**config.mk**
```make
export PLATFORM = sky130hd
export DESIGN_NAME = detect_count_display_flat
export DESIGN_NICKNAME = d
export VERILOG_FILES = /design/src/rtl/detect_count_display_if.sv /design/src/rtl/detect_count_display.sv /design/src/flat_wrapper.sv
export SDC_FILE = /design/constraint.sdc
export NUM_CORES = 1
export LEC_CHECK = 0
export ABC_AREA = 1
export BUFFER_PORTS_ARGS = -buffer_cell sky130_fd_sc_hd__buf_2
export CAP_MARGIN = 20
export CORE_MARGIN = 1.5
export CORE_UTILIZATION = 57
export CTS_CLUSTER_SIZE = 10
export DETAILED_ROUTE_END_ITERATION = 8
export PLACE_DENSITY = 0.83
export SETUP_SLACK_MARGIN = 0.4
export SYNTH_ARGS = -nofsm -noshare
export SYNTH_HDL_FRONTEND = slang
export SYNTH_SLANG_ARGS = --single-unit
export TNS_END_PERCENT = 1
```
**constraint.sdc**
```tcl
create_clock -name clk -period 3.2 [get_ports clk]
set_clock_uncertainty 0.15 [all_clocks]
set_input_delay 0.32 -clock clk [delete_from_list [all_inputs] [get_ports clk]]
set_output_delay 0.32 -clock clk [all_outputs]
set_load 0.01 [all_outputs]
```
**src/rtl/detect_count_display_if.sv**
```systemverilog
// Signal bundle for detect_count_display: control inputs plus display/count outputs.
interface detect_count_display_if;
   logic       ena;
   logic       det;
   logic       clr;
   logic       digit_sel;
   logic [7:0] seg;
   logic [7:0] count;
   logic       ovf;

   modport master (output ena, det, clr, digit_sel, input seg, count, ovf);
   modport slave  (input ena, det, clr, digit_sel, output seg, count, ovf);
endinterface

```
**src/rtl/detect_count_display.sv**
```systemverilog
// Two-digit BCD detection counter with sticky overflow, 7-segment decode and dp hold timer.
// Define DET_EDGE_EN to count rising edges of det instead of every high cycle.
module detect_count_display #(
   parameter int unsigned HOLD_CYCLES = 4
) (
   input logic clk,
   input logic rst_n,
   detect_count_display_if.slave bus
);

   typedef enum logic {IDLE, HOLD} state_t;

   state_t     state;
   logic [7:0] hold_cnt;
   logic [3:0] tens;
   logic [3:0] units;
   logic       ovf_r;
   logic       det_evt;
   logic [3:0] nib;
   logic [6:0] dec;

`ifdef DET_EDGE_EN
   logic det_q;

   // Edge register keeps sampling during clr so a held det is not recounted afterwards.
   always_ff @(posedge clk or negedge rst_n) begin
      if (!rst_n)
         det_q <= 1'b0;
      else if (bus.ena)
         det_q <= bus.det;
   end

   assign det_evt = bus.det & ~det_q;
`else
   assign det_evt = bus.det;
`endif

   always_ff @(posedge clk or negedge rst_n) begin
      if (!rst_n) begin
         state    <= IDLE;
         hold_cnt <= '0;
         tens     <= '0;
         units    <= '0;
         ovf_r    <= 1'b0;
      end else if (bus.ena) begin
         if (bus.clr) begin
            state    <= IDLE;
            hold_cnt <= '0;
            tens     <= '0;
            units    <= '0;
            ovf_r    <= 1'b0;
         end else if (det_evt) begin
            state    <= HOLD;
            hold_cnt <= 8'(HOLD_CYCLES);
            if (units == 4'd9) begin
               units <= '0;
               if (tens == 4'd9) begin
                  tens  <= '0;
                  ovf_r <= 1'b1;
               end else begin
                  tens <= tens + 4'd1;
               end
            end else begin
               units <= units + 4'd1;
            end
         end else if (state == HOLD) begin
            hold_cnt <= hold_cnt - 8'd1;
            if (hold_cnt == 8'd1)
               state <= IDLE;
         end
      end
   end

   always_comb begin
      nib = bus.digit_sel ? tens : units;
      case (nib)
         4'd0:    dec = 7'h3F;
         4'd1:    dec = 7'h06;
         4'd2:    dec = 7'h5B;
         4'd3:    dec = 7'h4F;
         4'd4:    dec = 7'h66;
         4'd5:    dec = 7'h6D;
         4'd6:    dec = 7'h7D;
         4'd7:    dec = 7'h07;
         4'd8:    dec = 7'h7F;
         4'd9:    dec = 7'h6F;
         default: dec = 7'h00;
      endcase
   end

   assign bus.seg   = {state == HOLD, dec};
   assign bus.count = {tens, units};
   assign bus.ovf   = ovf_r;

endmodule

```
**src/flat_wrapper.sv**
```systemverilog
// flat-port wrapper written by rule: the top's interface ports become plain ports
module detect_count_display_flat 
#(
   parameter int unsigned HOLD_CYCLES = 4
)
  (clk, rst_n, bus_ena, bus_det, bus_clr, bus_digit_sel, bus_seg, bus_count, bus_ovf);
  detect_count_display_if bus_i ();
  input logic clk;
  input logic rst_n;
  input wire logic [$bits(bus_i.ena)-1:0] bus_ena;
  input wire logic [$bits(bus_i.det)-1:0] bus_det;
  input wire logic [$bits(bus_i.clr)-1:0] bus_clr;
  input wire logic [$bits(bus_i.digit_sel)-1:0] bus_digit_sel;
  output wire logic [$bits(bus_i.seg)-1:0] bus_seg;
  output wire logic [$bits(bus_i.count)-1:0] bus_count;
  output wire logic [$bits(bus_i.ovf)-1:0] bus_ovf;
  assign bus_i.ena = bus_ena;
  assign bus_i.det = bus_det;
  assign bus_i.clr = bus_clr;
  assign bus_i.digit_sel = bus_digit_sel;
  assign bus_seg = bus_i.seg;
  assign bus_count = bus_i.count;
  assign bus_ovf = bus_i.ovf;
  detect_count_display #(.HOLD_CYCLES(HOLD_CYCLES)) u_core (.clk(clk), .rst_n(rst_n), .bus(bus_i));
endmodule
```
After elaboration in Yosys (flattened, before gate mapping)
Memory sizes are Yosys's and may differ from the RTL's.
Cells that the tools add are included.
{"block": "totals", "output_inout_bits": 17, "romBits": 112, "input_bits": 6, "memories": 1, "wordCells": 39, "regBits": 18}
{"block": "op_classes", "n_addsub": 3, "eq_ne": 3, "mux": 19, "reduce_logical": 8}
{"name": "(name not given)", "words": 16, "word_bits": 7, "read_ports": 1, "rd_ports_with_merged_regs": 0, "write_ports": 0, "line_no": "detect_count_display.sv:76", "source": "case (nib)"}
{"op": "two-way mux 4 bit", "count": 8}
{"op": "two-way mux 8 bit", "count": 3}
{"op": "adder 4 x 1 -> 4 bit, second input constant", "count": 2}
{"op": "== test 4 bit, second input constant", "count": 2}
{"op": "== test 8 x 1 -> 1 bit, second input constant", "count": 1}
{"op": "two-way mux 1 bit", "count": 8}
{"op": "subtractor 8 x 1 -> 8 bit, second input constant", "count": 1}
{"op": "nonzero test 2 bit", "count": 3}
{"op": "AND reduction 2 bit", "count": 2}
{"op": "AND reduction 4 bit", "count": 1}
{"op": "AND reduction 3 bit", "count": 1}
{"op": "nonzero test 3 bit", "count": 1}

Depth between registers and ports, before layout
{"block": "logic_depth", "depth_word": 5, "depth_mapped": 10, "depth_no_buf": 10}

Least setup slack after synthesis
No wires, ideal clock.
{"block": "synth_timing", "path_kind": "register to output", "startpoint": "reg u_core.units[0]", "endpoint": "out bus_seg[6]", "path_stages_with_launch": 9, "slack_ps": 1215, "required_ps": 2730, "arrival_time_ps": 1515, "path_buffers": 0, "cell_sequence": "dfrtp_1 o21ai_0 inv_1 ha_1 inv_1 nand2_1 o21ai_0 nand2_1 nand2_1"}
{"block": "synth_via", "elab_chain_cells": 2}
{"item": "from (decl)", "line_no": "detect_count_display.sv:16", "source": "logic [3:0] units;"}
{"item": "from (signal assigned)", "line_no": "detect_count_display.sv:64", "source": "units <= units + 4'd1;"}
{"item": "two-way mux 4 bit", "line_no": "detect_count_display.sv:75", "source": "nib = bus.digit_sel ? tens : units;"}
{"item": "memory (16 x 7 bit)"}
{"item": "to (decl)", "line_no": "flat_wrapper.sv:14", "source": "output wire logic [$bits(bus_i.seg)-1:0] bus_seg;"}
Every way passes these cells.

Final worst setup path
{"block": "layout_timing", "startpoint": "reg u_core.units[0]", "endpoint": "out bus_seg[0]"}
Same word-level chain as after synthesis.

==> impl_metrics.yaml <==
status:
  status: "finished clean"
timing:
  rsz0062_at_grt: "no"
  maxSlewViolCount: 0
  fin_crit_sh_pct: 79.86
  finalCriticalPeriod_ps: 2556
  max_freq_mhz: 391.3
  worst_slew_pin_slew_ps: 563.2
  finalSetupTns_ps: 0
  finalSetupViolCount: 0
  hold_viol: 0
  slew_headroom_pct: 62.06
cts:
  clock_sinks: 18
  insertion_delay_ps: 300
  clockRootBuffer: "clkbuf_4"
  clk_pin_slew_worst_paths_ps: 110
  cts_made_buffers: 3
  cts_tree: "yes"
  htreeDepth: 1
  cts_setup_buffers: 0
  max-clock-path-buffers: 2
yosys:
  ys_seq_elements: 18
  netlist_instances: 178
  yosys-top-cells-area: "dfrtp_1, nand2_1, ha_1, inv_1, nor2_1"
  synth.yosys.seq_area_share_pct: 34.32
  netlist_area_um2: 1313
  synthArstFlopShare_pct: 100.0
  yosysUniqueCellTypes: 23
  synth_top_area_share_pct: 34.32
  synthTopCellsByCount: "nand2_1, inv_1, nor2_1"
  synth_area_per_cell_um2: 7.374
  synth_edf_count: 0
  yosys_warnings: 0
  synthFlopType: "dfrtp_1"
  syn_nets: 196
  synth_top_area_cell: "dfrtp_1"
  yosysMostFrequentCell: "nand2_1"
floorplan:
  die_y_um: 50.99
  core_um2: 2191
  die_area_um2: 2599
  die_x_um: 50.99
  start_util_pct: 59.91
  io_pins: 23
  num_rows: 17
setup_path:
  cp_max_fo: 6
  required_ps: 2730
  r2r_cells: 9
  startpoint_type: "flip-flop"
  slowest_delay_ps: 500
  endpoint_kind: "output port"
  cp.depth: 9
  critPathBufInv: 3
  cpLargestDelayFamily: "compound AO/OA/AOI/OAI gates"
  r2r_end: "u_core.hold_cnt[6]$_DFFE_PN0P_"
  path_cells: "o21ai_0 > inv_1 > ha_1 > inv_1 > nand2_2 > o21ai_1 > nand2_1 > nand2_1 > buf_2"
  slowest_stage: "o21ai_0"
  crit_arrival_ps: 2090
  crit_type: "flip-flop to output port"
  r2r-start: "u_core.hold_cnt[0]$_DFFE_PN0P_"
  r2r_slack_ps: 1700
worst_hold_path:
  worst_hold_path.endpoint: "u_core.hold_cnt[0]$_DFFE_PN0P_"
  hold_depth: 3
  min-delay-start: "bus_ena"
  hold_class: "input port to flip-flop"
placement:
  port_buffers: 22
  placed_area_um2: 1450
  placed_cells: 227
  gp_congestion: 0.8519
  dp_hpwl_um: 2113
detailed_routing:
  dr.first_iter.drc_count: 17
  ant_nets: 0
  drc: 0
  dr.pass1.iters: 4
  wl_um: 2680
  wl_per_cell_um: 11.55
  via_per_inst: 5.108
  vias: 1185
power:
  power_per_cell_area_nw_per_um2: 467.9
  irDropWorstVdd_mv: 0.3155
  p_leak_nw: 0.8544
grt:
  grt_first_pass_wirelength_um: 4850
  grt.overflow.total: 0
  grt_pass1_vias: 1194
  antenna_found_initial: 0
  grt_max_degree: 19
  grt_usage_pct: 24.63
finish:
  nFillCells: 185
  antenna_cells: 0
  fin_nets: 223
  syn_to_final_growth_pct: 14.01
  drive_above_1_share_pct: 22.55
  multi_input_area_um2: 738.2
  final_cells: 232
  fin_area_um2: 1496
  seq_area_um2: 450.4
flow_run:
  cap_violations: 0
power by group:
part	switching [mW]	total [mW]	internal, mW
clock	0.0704	0.140	0.0694
sequential	0.0287	0.290	0.261
combinational	0.172	0.271	0.0986
cells by family (layout without fill, tap and decap cells):
family | after synthesis | after routing | share of synthesized area (%)
compound gates | 23 | 23 | 9.438
xor+xnor | 2 | 2 | 1.335
fa+ha+maj | 12 | 12 | 11.44
buf+inv | 30 | 56 | 9.438
flops | 18 | 18 | 34.32
mux | 1 | 1 | 0.7627
simple gates | 92 | 92 | 33.27
layout make-up:
| class | count | area share, % |
|---|---|---|
| Timing Repair Buffer | 23 | 8.027 |
| Clock buffer | 4 | 2.425 |
| Inverter | 29 | 7.776 |
| Sequential cell | 18 | 30.10 |
| Tap cell | 28 | 2.341 |
| Multi-Input combinational cell | 130 | 49.33 |
cells in the final DEF (no fill, tap or decap):
master,n
nand3_1,11
dlygate4sd3_1,1
inv_4,1
o21ai_2,2
buf_2,22
o21ai_1,7
inv_2,2
o22ai_1,1
clkinv_4,1
clkbuf_8,1
a21oi_1,6
nand2_4,2
nand2_1,47
nor3_2,1
nand2_2,6
mux2i_1,1
xor2_1,2
clkbuf_4,3
nand4_2,1
dfrtp_1,18
ha_1,12
inv_1,25
nand3_4,1
nor2_1,20
o21ai_0,7
nand3_2,3
state kept, by name, summed over array words and instances, names as in the netlist:
register         cells
u_core.hold_cnt      8
u_core.units         4
u_core.state         1
u_core.tens          4
u_core.bus.ovf       1
routing by layer:
layer,global-route usage (%),share of wire [%],up-vias
met5,0,0,-
met4,9.459,0.37,0
met3,3.509,3.3,2
met2,45.89,54,24
met1,28.01,43,549
li1,-,-,610
how the worst max path moves through the flow:
stage                           startpoint  slack (ps)          to
3_5_place_dp                 bus_digit_sel         970  bus_seg[0]
4_1_cts        u_core.units[0]$_DFFE_PN0P_         650  bus_seg[0]
3_3_place_gp                 bus_digit_sel        1080  bus_seg[6]
6_report       u_core.units[0]$_DFFE_PN0P_         640  bus_seg[0]
2_1_floorplan  u_core.units[0]$_DFFE_PN0P_        1220  bus_seg[6]
5_1_grt        u_core.units[0]$_DFFE_PN0P_         490  bus_seg[3]
worst register-to-register path, delay by kind of cell, from the launching register on:
| kind | cells | cell delay (ps) |
|---|---|---|
| adders and majority gates | 1 | 160 |
| buffers and inverters | 3 | 240 |
| DFF | 1 | 420 |
| and+or+nand+nor | 5 | 430 |
metrics by stage:
step                power (mW)  setup WS (ps)  hold WS (ps)  util [%]
global route            0.7650          492.0         228.0     68.30
detailed placement      0.5637          968.4         126.6     66.19
CTS                     0.7063          650.5         199.6     68.30
finish                  0.7003          644.4         212.2     68.30
floorplan               0.4820           1215        -125.6         -
global placement        0.5496           1084         120.5     66.19
repair_timing:
action	in CTS	in global routing
hold buffers	1	0
resized for setup	0	0
endpoints found under the hold margin	18	0
Note: power is estimated with default switching activity, not from simulation.
